$ cat src/rtl/noc_flit_to_axis_depacketizer_if.sv
// noc_flit_to_axis_depacketizer_if: flit ejection and AXI4-Stream handshake bundles.
interface noc_flit_if #(
    parameter int FlitWidth = 64
);
    logic [FlitWidth-1:0] flit;
    logic [1:0]           flit_type;
    logic                 flit_valid;
    logic                 flit_ready;
    modport master (output flit, flit_type, flit_valid, input flit_ready);
    modport slave  (input flit, flit_type, flit_valid, output flit_ready);
endinterface

interface axis_if #(
    parameter int FlitWidth = 64,
    parameter int DestWidth = 4,
    parameter int IdWidth   = 4
);
    logic [FlitWidth-1:0] tdata;
    logic [DestWidth-1:0] tdest;
    logic [IdWidth-1:0]   tid;
    logic                 tlast;
    logic                 tvalid;
    logic                 tready;
    modport master (output tdata, tdest, tid, tlast, tvalid, input tready);
    modport slave  (input tdata, tdest, tid, tlast, tvalid, output tready);
endinterface

$ cat src/rtl/noc_flit_to_axis_depacketizer.sv
// noc_flit_to_axis_depacketizer: rebuilds AXI4-Stream packets from header/body/tail NoC flits.
module noc_flit_to_axis_depacketizer #(
    parameter int FlitWidth  = 64,
    parameter int DestWidth  = 4,
    parameter int IdWidth    = 4,
    parameter int CountWidth = 16
) (
    input  logic                  clk_i,
    input  logic                  rst_i,
    noc_flit_if.slave             s_flit,
    axis_if.master                m_axis,
    output logic [CountWidth-1:0] pkt_count_o,
    output logic [CountWidth-1:0] err_count_o,
    output logic                  err_o
);
    typedef enum logic {IDLE, PAYLOAD} state_t;
    typedef struct packed {
        logic [FlitWidth-1:0] data;
        logic [DestWidth-1:0] dest;
        logic [IdWidth-1:0]   id;
        logic                 last;
    } beat_t;

    state_t               r_state, w_state_nx;
    logic [DestWidth-1:0] r_dest;
    logic [IdWidth-1:0]   r_id;
    beat_t                r_mem [2];
    logic                 r_wr_ptr, r_rd_ptr;
    logic [1:0]           r_occ;
    logic                 w_accept, w_pop, w_push, w_err, w_hdr, w_last;
    beat_t                w_head;

    // Ready comes only from registered occupancy, never from tready.
    assign s_flit.flit_ready = !rst_i && (r_occ != 2'd2);
    assign w_accept = s_flit.flit_valid && s_flit.flit_ready;
    assign w_pop    = m_axis.tvalid && m_axis.tready;
    assign w_last   = s_flit.flit_type == 2'b10;

    always_comb begin
        w_state_nx = r_state;
        w_push     = 1'b0;
        w_err      = 1'b0;
        w_hdr      = 1'b0;
        if (w_accept) begin
            if (r_state == IDLE) begin
                w_hdr      = s_flit.flit_type == 2'b00;
                w_err      = !w_hdr;
                w_state_nx = w_hdr ? PAYLOAD : IDLE;
            end else begin
                w_push     = s_flit.flit_type[0] ^ s_flit.flit_type[1];
                w_err      = !w_push;
                w_state_nx = w_last ? IDLE : PAYLOAD;
            end
        end
    end

    always_ff @(posedge clk_i) begin
        if (rst_i) begin
            r_state     <= IDLE;
            r_dest      <= '0;
            r_id        <= '0;
            r_mem[0]    <= '0;
            r_mem[1]    <= '0;
            r_wr_ptr    <= 1'b0;
            r_rd_ptr    <= 1'b0;
            r_occ       <= 2'd0;
            pkt_count_o <= '0;
            err_count_o <= '0;
            err_o       <= 1'b0;
        end else begin
            r_state <= w_state_nx;
            if (w_hdr) begin
                r_dest <= s_flit.flit[DestWidth-1:0];
                r_id   <= s_flit.flit[DestWidth+IdWidth-1:DestWidth];
            end
            if (w_push) begin
                r_mem[r_wr_ptr] <= '{data: s_flit.flit, dest: r_dest, id: r_id, last: w_last};
                r_wr_ptr        <= !r_wr_ptr;
            end
            if (w_pop) r_rd_ptr <= !r_rd_ptr;
            r_occ       <= r_occ + {1'b0, w_push} - {1'b0, w_pop};
            pkt_count_o <= pkt_count_o + CountWidth'(w_pop && w_head.last);
            err_count_o <= err_count_o + CountWidth'(w_err);
            err_o       <= w_err;
        end
    end

    assign w_head        = r_mem[r_rd_ptr];
    assign m_axis.tdata  = w_head.data;
    assign m_axis.tdest  = w_head.dest;
    assign m_axis.tid    = w_head.id;
    assign m_axis.tlast  = w_head.last;
    assign m_axis.tvalid = r_occ != 2'd0;
endmodule
$ cat src/flat_wrapper.sv
// flat-port wrapper written by rule: the top's interface ports become plain ports
module noc_flit_to_axis_depacketizer_flat 
#(
    parameter int FlitWidth  = 64,
    parameter int DestWidth  = 4,
    parameter int IdWidth    = 4,
    parameter int CountWidth = 16
)
  (clk_i, rst_i, pkt_count_o, err_count_o, err_o, s_flit_flit, s_flit_flit_type, s_flit_flit_valid, s_flit_flit_ready, m_axis_tdata, m_axis_tdest, m_axis_tid, m_axis_tlast, m_axis_tvalid, m_axis_tready);
  noc_flit_if #(.FlitWidth(FlitWidth)) s_flit_i ();
  axis_if #(.FlitWidth(FlitWidth), .DestWidth(DestWidth), .IdWidth(IdWidth)) m_axis_i ();
  input  logic clk_i;
  input  logic rst_i;
  output logic [CountWidth-1:0] pkt_count_o;
  output logic [CountWidth-1:0] err_count_o;
  output logic err_o;
  input wire logic [$bits(s_flit_i.flit)-1:0] s_flit_flit;
  input wire logic [$bits(s_flit_i.flit_type)-1:0] s_flit_flit_type;
  input wire logic [$bits(s_flit_i.flit_valid)-1:0] s_flit_flit_valid;
  output wire logic [$bits(s_flit_i.flit_ready)-1:0] s_flit_flit_ready;
  output wire logic [$bits(m_axis_i.tdata)-1:0] m_axis_tdata;
  output wire logic [$bits(m_axis_i.tdest)-1:0] m_axis_tdest;
  output wire logic [$bits(m_axis_i.tid)-1:0] m_axis_tid;
  output wire logic [$bits(m_axis_i.tlast)-1:0] m_axis_tlast;
  output wire logic [$bits(m_axis_i.tvalid)-1:0] m_axis_tvalid;
  input wire logic [$bits(m_axis_i.tready)-1:0] m_axis_tready;
  assign s_flit_i.flit = s_flit_flit;
  assign s_flit_i.flit_type = s_flit_flit_type;
  assign s_flit_i.flit_valid = s_flit_flit_valid;
  assign s_flit_flit_ready = s_flit_i.flit_ready;
  assign m_axis_tdata = m_axis_i.tdata;
  assign m_axis_tdest = m_axis_i.tdest;
  assign m_axis_tid = m_axis_i.tid;
  assign m_axis_tlast = m_axis_i.tlast;
  assign m_axis_tvalid = m_axis_i.tvalid;
  assign m_axis_i.tready = m_axis_tready;
  noc_flit_to_axis_depacketizer #(.FlitWidth(FlitWidth), .DestWidth(DestWidth), .IdWidth(IdWidth), .CountWidth(CountWidth)) u_core (.clk_i(clk_i), .rst_i(rst_i), .s_flit(s_flit_i), .m_axis(m_axis_i), .pkt_count_o(pkt_count_o), .err_count_o(err_count_o), .err_o(err_o));
endmodule
$ cat config.mk
export PLATFORM = sky130hd
export DESIGN_NAME = noc_flit_to_axis_depacketizer_flat
export DESIGN_NICKNAME = d
export VERILOG_FILES = /design/src/rtl/noc_flit_to_axis_depacketizer_if.sv /design/src/rtl/noc_flit_to_axis_depacketizer.sv /design/src/flat_wrapper.sv
export SDC_FILE = /design/constraint.sdc
export NUM_CORES = 1
export LEC_CHECK = 0
export CAP_MARGIN = 20
export CORE_MARGIN = 2
export CORE_UTILIZATION = 51
export DETAILED_ROUTE_END_ITERATION = 12
export PLACE_DENSITY_LB_ADDON = 0.15
export REMOVE_ABC_BUFFERS = 1
export SYNTH_ARGS = -nofsm -noshare
export SYNTH_HDL_FRONTEND = slang
export SYNTH_SLANG_ARGS = --single-unit
$ cat constraint.sdc
create_clock -name clk_i -period 4.1 [get_ports clk_i]
set_clock_uncertainty 0.05 [all_clocks]
set_input_delay 0.41 -clock clk_i [delete_from_list [all_inputs] [get_ports clk_i]]
set_output_delay 0.41 -clock clk_i [all_outputs]
set_load 0.01 [all_outputs]
==> results.py, run 1 <==
metrics = {
    "run_status": {
        "status": "finished, final reports clean",
    },
    "grt": {
        "track_usage_pct": 20.6,
        "grt_overflow_total": 0,
        "first_global_vias": 5570,
        "grt_antenna_before_repair": 0,
        "grt_pass1_wl_um": 28400,
        "grt_max_degree": 76,
    },
    "place": {
        "io_buffers": 177,
        "place.gp.congestion": 0.815,
        "placed_cell_area_sq_um": 10300,
        "detailed_place_hpwl_um": 10900,
        "dp_slack_ns": 0.968,
        "dpl.cell_count": 979,
    },
    "setup_path": {
        "crit_slowest_cell": "dfxtp_4",
        "ff2ff_setup_slack_ns": 1.57,
        "end_kind": "output port",
        "path_cells": "buf_4 -> mux2_2 -> clkdlybuf4s50_1",
        "worstPathRequired_ns": 3.64,
        "startpoint_type": "flop",
        "crit_buf_inv": 2,
        "cp_slowest_stage_delay_ns": 0.74,
        "path_max_fanout": 42,
        "r2r_cells": 8,
        "rr_endpoint": "u_core.pkt_count_o[10]",
        "crit_arrival_ns": 2.60,
        "path_class": "flop to output port",
        "endpoint": "m_axis_tdata[34]",
        "crit_cells": 3,
        "critical-path-top-delay-family": "buffers and inverters",
    },
    "yosys": {
        "synth_area_sq_um": 8390,
        "synthAdderAreaFrac_pct": 1.19,
        "ys_seq_area_share_pct": 63.4,
        "muxShareOfSynthArea_pct": 10.7,
        "synthXorXnorAreaFrac_pct": 3.03,
        "ys_types": 38,
        "avgSynthCellArea_sq_um": 13.6,
        "ys_seq_elements": 193,
        "yosys.area_share.simple_pct": 17.7,
        "ys_warn_count": 0,
        "synthCells": 619,
        "synth_compound_area_share_pct": 0.537,
        "synth_top_family_by_area": "simple AND/OR/NAND/NOR gates",
    },
    "cells_and_area": {
        "final_layout_size_suffix_gt1_share_pct": 15.3,
        "layout.cells.non_filler": 1011,
        "nNetsFinal": 860,
        "area_growth_pct": 28.9,
        "antennaDiodeCount": 0,
        "fin_area_sq_um": 10800,
        "finish.utilization_pct": 67.6,
    },
    "clock_network": {
        "htreeDepth": 4,
        "ctsHoldBuffers": 0,
        "worst_skew_pair.late_latency_ns": 0.41,
        "ctsRootBufferMaster": "clkbuf_16",
        "cts_tree": "yes",
        "cts_buffers": 17,
        "cts_resized": 0,
        "clock-sinks": 193,
        "path_clk_slew_ns": 0.06,
        "cts_setup_buffers": 0,
        "clock_path_buffers": 2,
    },
    "drt": {
        "postRouteAntennaNets": 0,
        "wire_per_inst_um": 17.8,
        "dr_total_vias": 5389,
        "wl_um": 18000,
        "met1_length_um": 7820,
        "routed-wl-met3_um": 1040,
        "drcViolationCount": 0,
        "topRoutingLayerUsed": "met4",
        "drt_iter0_drc": 419,
        "post_drt_via_cell_ratio": 5.33,
        "first_pass_iters": 4,
        "wl_met2_um": 8900,
    },
    "power": {
        "p_leak_nw": 4.17,
        "clockPowerShare_pct": 32.8,
        "p_sw_mw": 1.15,
        "p_total_mw": 4.76,
        "p_per_area_nw_per_um2": 440,
        "seq_power_share_pct": 47.6,
        "p_comb_share_pct": 19.6,
        "ir_drop_v": 0.000276,
        "internal_power_mw": 3.61,
        "switching_share_pct": 24.1,
    },
    "sta": {
        "setup_total_negative_slack_ns": 0,
        "setup_viol": 0,
        "rsz0062_at_grt": "false",
        "fin_crit_sh_pct": 74.7,
        "maxSlewHeadroom_pct": 34.9,
        "tightest_slew_ns": 0.972,
        "worst_hold_slack_ns": 0.388,
        "finalHoldViolCount": 0,
        "period_needed_ns": 3.06,
        "slew_viol_final": 0,
        "setup_slack_ns": 1.04,
        "fmaxAchievable_ghz": 0.326,
    },
    "floorplan": {
        "coreArea_sq_um": 16000,
        "dieArea_sq_um": 17500,
        "die_width_um": 132,
        "start_util_pct": 52.5,
        "die_h_um": 132,
        "io_pins": 178,
        "rows": 46,
    },
    "min_path": {
        "worstHoldPathType": "input port to flop",
        "hp-start": "rst_i",
    },
    "job": {
        "maxCapViolCount": 0,
    },
}
-- metal layers --
metal / up-vias / GRT usage [%]
met2: 162 / 34.9
met4: 0 / 5.68
met5: - / 0
met3: 12 / 5.65
met1: 2665 / 26.3
li1: 2550 / -
-- layout by cell type, fill, tap and decap left out, types with 5 or more instances in the layout --
master           count
mux2_2              73
nor2b_1              7
clkbuf_16           19
edfxtp_1           146
nor2_1              40
and2_1              73
mux2i_1              8
clkinv_2             5
nand3_1              9
nand2_1              8
dfxtp_1             45
nor4_1               7
ha_1                 8
inv_1                9
buf_4                7
xor2_1              11
clkdlybuf4s50_1    176
xnor2_1             18
nand4_1             10
and3_1              75
nor3_1               6
-- cells by family (layout without fill, tap and decap cells) --
kind of cell,Yosys count,after routing
xor+xnor,29,29
mux,81,81
compound gates,8,8
flops,193,193
fa+ha+maj,8,8
buf+inv,49,225
simple gates,251,251
-- state kept, by name (all words and copies together) (netlist names), named ones only --
name / flops
u_core.r_mem: 146
u_core.err_count_o: 16
u_core.r_dest: 4
u_core.r_occ: 2
u_core.r_wr_ptr: 1
u_core.r_id: 4
u_core.pkt_count_o: 16
u_core.err_o: 1
u_core.r_rd_ptr: 1
-- area by class of cell --
cell class	instances	area, sq um
Fill cell	1203	5180
Sequential cell	193	5330
Tap cell	216	270
Inverter	9	33.8
Clock buffer	23	510
Timing Repair Buffer	184	1820
Clock inverter	9	53.8
Multi-Input combinational cell	377	2800
-- worst min-delay path by stage --
stage	cells past startpoint	slack [ns]	to
2_1_floorplan	2	0.42	u_core.r_dest[0]
3_3_place_gp	2	0.43	u_core.r_id[1]
3_5_place_dp	2	0.44	u_core.r_id[3]
4_1_cts	3	0.38	u_core.err_o
5_1_grt	3	0.42	u_core.err_o
6_report	3	0.39	u_core.err_o
-- worst register-to-register path, stage by stage, from the launching register on --
cell	delay, ns
dfxtp_4	0.74
mux2_2	0.44
and3_1	0.19
ha_1	0.21
ha_1	0.24
and4_1	0.23
nand4_1	0.11
xor2_1	0.16
nor2_1	0.05
-- synthesized netlist by cell type (all sizes together) --
master,number,share of area [%]
mux2,73,9.8
clkbuf,18,0.82
a21o,1,0.089
nor2b,7,0.52
nor3,7,0.55
mux2i,8,0.95
a211oi,1,0.089
nor3b,1,0.089
or2,2,0.15
buf,22,2.1
edfxtp,146,52
nand2b,1,0.10
ha,8,1.2
inv,9,0.40
nand2,8,0.36
nor4b,2,0.21
and4,2,0.21
o21ai,3,0.18
a21oi,3,0.18
dfxtp,47,11
nor2,40,1.8
nand4,11,0.89
nor4,9,0.92
nand3,10,0.66
and2,73,5.4
or3,3,0.22
xnor2,18,1.9
xor2,11,1.1
and3,75,5.6
-- power groups by stage --
stage	clock (mW)	combinational, mW	sequential (mW)
finish	1.56	0.933	2.27
global route	1.66	0.992	2.28
CTS	1.58	0.945	2.27
detailed placement	0	0.939	2.31
global placement	0	0.927	2.31
floorplan	0	0.443	2.31
(Power assumes the default switching activity.)
==> inputs of run 2 (changes only) <==
--- a/config.mk
+++ b/config.mk
@@ -7,7 +7,7 @@
 export LEC_CHECK = 0
 export CAP_MARGIN = 20
 export CORE_MARGIN = 2
-export CORE_UTILIZATION = 51
+export CORE_UTILIZATION = 46
 export DETAILED_ROUTE_END_ITERATION = 12
 export PLACE_DENSITY_LB_ADDON = 0.15
 export REMOVE_ABC_BUFFERS = 1
==> constraint.sdc (replaced) <==
create_clock -name clk_i -period 2.5 [get_ports clk_i]
set_clock_uncertainty 0.05 [all_clocks]
set_input_delay 0.25 -clock clk_i [delete_from_list [all_inputs] [get_ports clk_i]]
set_output_delay 0.25 -clock clk_i [all_outputs]
set_load 0.01 [all_outputs]
==> run 2 against run 1 <==
Effect of this change: clock power increased by 65%; largest cell class unchanged; non-clock buffer count increased by 17; setup slack got worse by 0.84 ns; power increased by 66%; count of clock-buffer cells in the layout decreased by 5; flip-flop and latch count unchanged; cell count increased by 3.0%; wire length increased by 1.4%; utilization decreased by 5.9 points; largest power group unchanged; highest routed layer unchanged; worst hold slack got worse by 0.13 ns.
==> results.py, run 2 (synthesis results as in run 1) <==
metrics = {
    "clock_network": {
        "clock-sinks": 193,
        "path_clk_slew_ns": 0.07,
        "htreeDepth": 4,
        "ctsRootBufferMaster": "clkbuf_16",
        "cts_tree": "yes",
        "clock_path_buffers": 2,
        "worst_skew_pair.late_latency_ns": 0.42,
        "cts_setup_buffers": 0,
        "cts_buffers": 17,
    },
    "floorplan": {
        "io_pins": 178,
        "die_width_um": 139,
        "rows": 49,
        "coreArea_sq_um": 17900,
        "die_h_um": 139,
        "start_util_pct": 46.9,
        "dieArea_sq_um": 19300,
    },
    "place": {
        "place.gp.congestion": 0.777,
        "dp_slack_ns": -0.293,
        "placed_cell_area_sq_um": 10500,
        "detailed_place_hpwl_um": 11500,
        "io_buffers": 177,
        "dpl.cell_count": 1009,
    },
    "setup_path": {
        "worstPathRequired_ns": 2.20,
        "startpoint_type": "flop",
        "path_class": "flop to output port",
        "end_kind": "output port",
        "path_max_fanout": 54,
        "crit_arrival_ns": 2.01,
    },
    "grt": {
        "grt_max_degree": 55,
        "grt_overflow_total": 0,
        "first_global_vias": 5617,
        "grt_antenna_before_repair": 0,
        "track_usage_pct": 19.0,
        "grt_pass1_wl_um": 29200,
    },
    "power": {
        "p_per_area_nw_per_um2": 713,
        "p_sw_mw": 1.96,
        "p_leak_nw": 4.27,
        "seq_power_share_pct": 45.9,
        "switching_share_pct": 24.9,
        "p_comb_share_pct": 21.4,
        "ir_drop_v": 0.000574,
        "internal_power_mw": 5.92,
        "clockPowerShare_pct": 32.8,
    },
    "min_path": {
        "worstHoldPathType": "input port to flop",
    },
    "sta": {
        "rsz0062_at_grt": "false",
        "worst_hold_slack_ns": 0.262,
        "setup_slack_ns": 0.192,
        "fmaxAchievable_ghz": 0.433,
        "period_needed_ns": 2.31,
        "finalHoldViolCount": 0,
        "maxSlewHeadroom_pct": 55.8,
        "tightest_slew_ns": 0.663,
        "setup_viol": 0,
        "fin_crit_sh_pct": 92.3,
        "slew_viol_final": 0,
    },
    "cells_and_area": {
        "area_growth_pct": 31.7,
        "fin_area_sq_um": 11100,
        "nNetsFinal": 877,
        "largest_register_ffs": 146,
        "regMostFlops": "u_core.r_mem",
        "finish.utilization_pct": 61.8,
        "n_fill_cell": 1434,
        "final_layout_size_suffix_gt1_share_pct": 17.5,
        "layout.cells.non_filler": 1041,
        "largest_registers": "u_core.r_mem: 146 flops, u_core.err_count_o: 16 flops, u_core.pkt_count_o: 16 flops",
        "multiInputGateArea_sq_um": 2820,
        "final_cell_mix": "clkdlybuf4s50_1, edfxtp_1, and3_1",
        "antennaDiodeCount": 0,
        "seq_area_sq_um": 5330,
        "final_common_cell": "clkdlybuf4s50_1",
    },
    "drt": {
        "first_pass_iters": 4,
        "postRouteAntennaNets": 0,
        "drcViolationCount": 0,
        "drt_iter0_drc": 321,
        "wire_per_inst_um": 17.5,
        "post_drt_via_cell_ratio": 5.26,
        "dr_total_vias": 5476,
        "wl_um": 18200,
    },
    "run_status": {
        "status": "finished, final reports clean",
    },
    "job": {
        "maxCapViolCount": 0,
    },
}
-- run 2: cell count changes in the layout (fill, tap and decap cells not counted), sizes merged --
cell | previous run | this run
buf | 8 | 25
inv | 9 | 15
clkbuf | 23 | 18
clkinv | 8 | 3
clkinvlp | 1 | 4
bufinv | 0 | 1
-- run 2: worst paths after layout --
path,from,to,slack (ns),cells past startpoint
worst max-delay path,flop,m_axis_tdest[0],0.19,3
worst min-delay path,rst_i,u_core.err_o,0.26,4
worst max register to register,flop,u_core.pkt_count_o[14],0.38,8
worst min register to register,u_core.r_dest[2],u_core.r_dest[2],0.46,2
-- run 2: stage by stage --
| step | setup TNS (ns) | power, mW |
|---|---|---|
| 4_1_cts | 0 | 7.96 |
| 3_3_place_gp | -0.789 | 5.37 |
| 6_report | 0 | 7.89 |
| 2_1_floorplan | -204.42 | 4.51 |
| 3_5_place_dp | -1.74 | 5.39 |
| 5_1_grt | 0 | 8.20 |
-- run 2: per-layer routing --
layer | global-route usage, % | routed length [um] | up-vias
met5 | 0 | 0 | -
met4 | 6.01 | 288 | 0
met3 | 5.25 | 1210 | 18
met2 | 30.9 | 8730 | 172
met1 | 24.8 | 7970 | 2693
li1 | - | - | 2593
-- run 2: repair_timing --
| action | in CTS | in global routing |
|---|---|---|
| resized for setup | 0 | 2 |
| setup endpoints to repair | 0 | 3 |
| hold buffers | 0 | 0 |
-- run 2: final cells by class --
type                    count  share of cell area [%]
flip-flops and latches    193                    48.2
multi-input cells         377                    25.5
repair buffers            201                    18.4
clock buffers              18                    3.88
well taps                 229                    2.59
clock inverters            14                    1.15
inverters                   9                   0.306
-- run 2: power by group through the flow --
stage	Combinational [mW]	Clock, mW	Sequential [mW]
after floorplan	0.726	0	3.79
final	1.69	2.58	3.62
after detailed placement	1.70	0	3.69
after CTS	1.71	2.63	3.62
after global placement	1.69	0	3.68
after global routing	1.80	2.77	3.63
-- run 2: worst max-delay path, stage by stage, from the launching register on --
cell and delay [ns]:
dfxtp_4 0.37, buf_12 0.29, mux2_2 0.38, clkdlybuf4s50_1 0.54
==> inputs of run 3 (changes only) <==
--- a/config.mk
+++ b/config.mk
@@ -9,7 +9,7 @@
 export CORE_MARGIN = 2
 export CORE_UTILIZATION = 46
 export DETAILED_ROUTE_END_ITERATION = 12
-export PLACE_DENSITY_LB_ADDON = 0.15
+export PLACE_DENSITY = 0.73
 export REMOVE_ABC_BUFFERS = 1
 export SYNTH_ARGS = -nofsm -noshare
 export SYNTH_HDL_FRONTEND = slang
==> run 3 against run 2 <==
Effect of this change: sequential share of layout area is 0.15 points lower; combinational power hardly changed; critical path depth stayed put; die area stayed put; critical path type unchanged; largest power group unchanged; highest routed layer unchanged.
==> results.py, run 3 (synthesis results as in run 1) <==
metrics = {
    "floorplan": {
        "coreArea_sq_um": 17900,
        "rows": 49,
        "io_pins": 178,
        "die_h_um": 139,
        "die_width_um": 139,
        "start_util_pct": 46.9,
        "dieArea_sq_um": 19300,
    },
    "cells_and_area": {
        "largest_registers": "u_core.r_mem: 146 flops, u_core.err_count_o: 16 flops, u_core.pkt_count_o: 16 flops",
        "final_cell_mix": "clkdlybuf4s50_1, edfxtp_1, and3_1",
        "regMostFlops": "u_core.r_mem",
        "final_layout_size_suffix_gt1_share_pct": 17.2,
        "fin_area_sq_um": 11100,
        "final_common_cell": "clkdlybuf4s50_1",
        "finish.utilization_pct": 62.0,
        "n_fill_cell": 1371,
        "layout.cells.non_filler": 1039,
        "antennaDiodeCount": 0,
        "nNetsFinal": 875,
        "largest_register_ffs": 146,
        "multiInputGateArea_sq_um": 2820,
        "seq_area_sq_um": 5330,
        "area_growth_pct": 32.2,
    },
    "setup_path": {
        "startpoint_type": "flop",
        "cp_slowest_stage_delay_ns": 0.50,
        "path_max_fanout": 72,
        "crit_arrival_ns": 2.06,
        "worstPathRequired_ns": 2.20,
        "path_cells": "buf_12 -> mux2_2 -> clkdlybuf4s50_1",
        "path_class": "flop to output port",
        "end_kind": "output port",
        "crit_slowest_cell": "clkdlybuf4s50_1",
    },
    "sta": {
        "finalHoldViolCount": 0,
        "slew_viol_final": 0,
        "period_needed_ns": 2.36,
        "rsz0062_at_grt": "false",
        "setup_total_negative_slack_ns": 0,
        "tightest_slew_ns": 0.649,
        "worst_hold_slack_ns": 0.246,
        "fmaxAchievable_ghz": 0.424,
        "setup_slack_ns": 0.139,
        "maxSlewHeadroom_pct": 56.7,
        "setup_viol": 0,
        "fin_crit_sh_pct": 94.4,
    },
    "drt": {
        "first_pass_iters": 4,
        "wl_um": 18000,
        "drt_iter0_drc": 179,
        "drcViolationCount": 0,
        "dr_total_vias": 5404,
        "post_drt_via_cell_ratio": 5.20,
        "postRouteAntennaNets": 0,
        "wire_per_inst_um": 17.3,
    },
    "clock_network": {
        "clock-sinks": 193,
        "ctsHoldBuffers": 0,
        "cts_resized": 0,
        "worst_skew_pair.late_latency_ns": 0.43,
        "cts_buffers": 17,
        "path_clk_slew_ns": 0.07,
        "clock_path_buffers": 2,
        "cts_setup_buffers": 0,
        "htreeDepth": 4,
        "cts_tree": "yes",
        "ctsRootBufferMaster": "clkbuf_16",
    },
    "power": {
        "p_comb_share_pct": 20.7,
        "p_per_area_nw_per_um2": 729,
        "p_sw_mw": 1.95,
        "p_total_mw": 8.08,
        "ir_drop_v": 0.000484,
        "seq_power_share_pct": 44.8,
        "switching_share_pct": 24.2,
        "clockPowerShare_pct": 34.5,
        "p_leak_nw": 4.29,
        "internal_power_mw": 6.13,
    },
    "min_path": {
        "worstHoldPathType": "input port to flop",
    },
    "grt": {
        "grt_antenna_before_repair": 0,
        "grt_util_met1_pct": 24.5,
        "track_usage_pct": 18.9,
        "grt_pass1_wl_um": 28900,
        "grtUsageMet2_pct": 31.4,
        "grt_max_degree": 73,
        "use_met3_pct": 4.49,
        "busiest_layer": "met2",
        "first_global_vias": 5683,
        "grt_overflow_total": 0,
    },
    "place": {
        "dpl.cell_count": 1007,
        "io_buffers": 177,
        "detailed_place_hpwl_um": 11300,
        "dp_slack_ns": -0.384,
        "placed_cell_area_sq_um": 10500,
        "place.gp.congestion": 0.840,
    },
    "run_status": {
        "status": "finished, final reports clean",
    },
    "job": {
        "maxCapViolCount": 0,
    },
}
## run 3: critical path: cells and delay by family, from the launching register on
kind,cells,cell delay (ns)
multiplexers,1,0.40
flip-flops,1,0.36
buffers and inverters,2,0.85
## run 3: final cells by class
type / instances / area share (%)
clock buffers: 19 / 3.90
clock inverters: 13 / 1.57
inverters: 9 / 0.305
multi-input cells: 377 / 25.4
flip-flops and latches: 193 / 48.1
well taps: 229 / 2.58
repair buffers: 199 / 18.2
## run 3: final timing paths
kind,to,cells past startpoint,start,slack (ns)
max,m_axis_tdata[38],3,flop,0.14
min,u_core.err_o,4,rst_i,0.25
max reg2reg,u_core.err_count_o[12],8,u_core.r_occ[1],0.38
min reg2reg,u_core.r_id[2],2,u_core.r_id[2],0.46
## run 3: power by group through the flow
stage	logic (mW)	registers (mW)	clock network (mW)
after global routing	1.79	3.63	2.97
after global placement	1.68	3.68	0
after floorplan	0.726	3.79	0
final	1.67	3.62	2.79
after detailed placement	1.69	3.69	0
after CTS	1.70	3.62	2.84
## run 3: routing by layer
metal,vias to the layer above,share of wire [%]
met4,0,1.8
met5,-,0
met3,25,6.2
met1,2610,45
li1,2589,-
met2,180,47
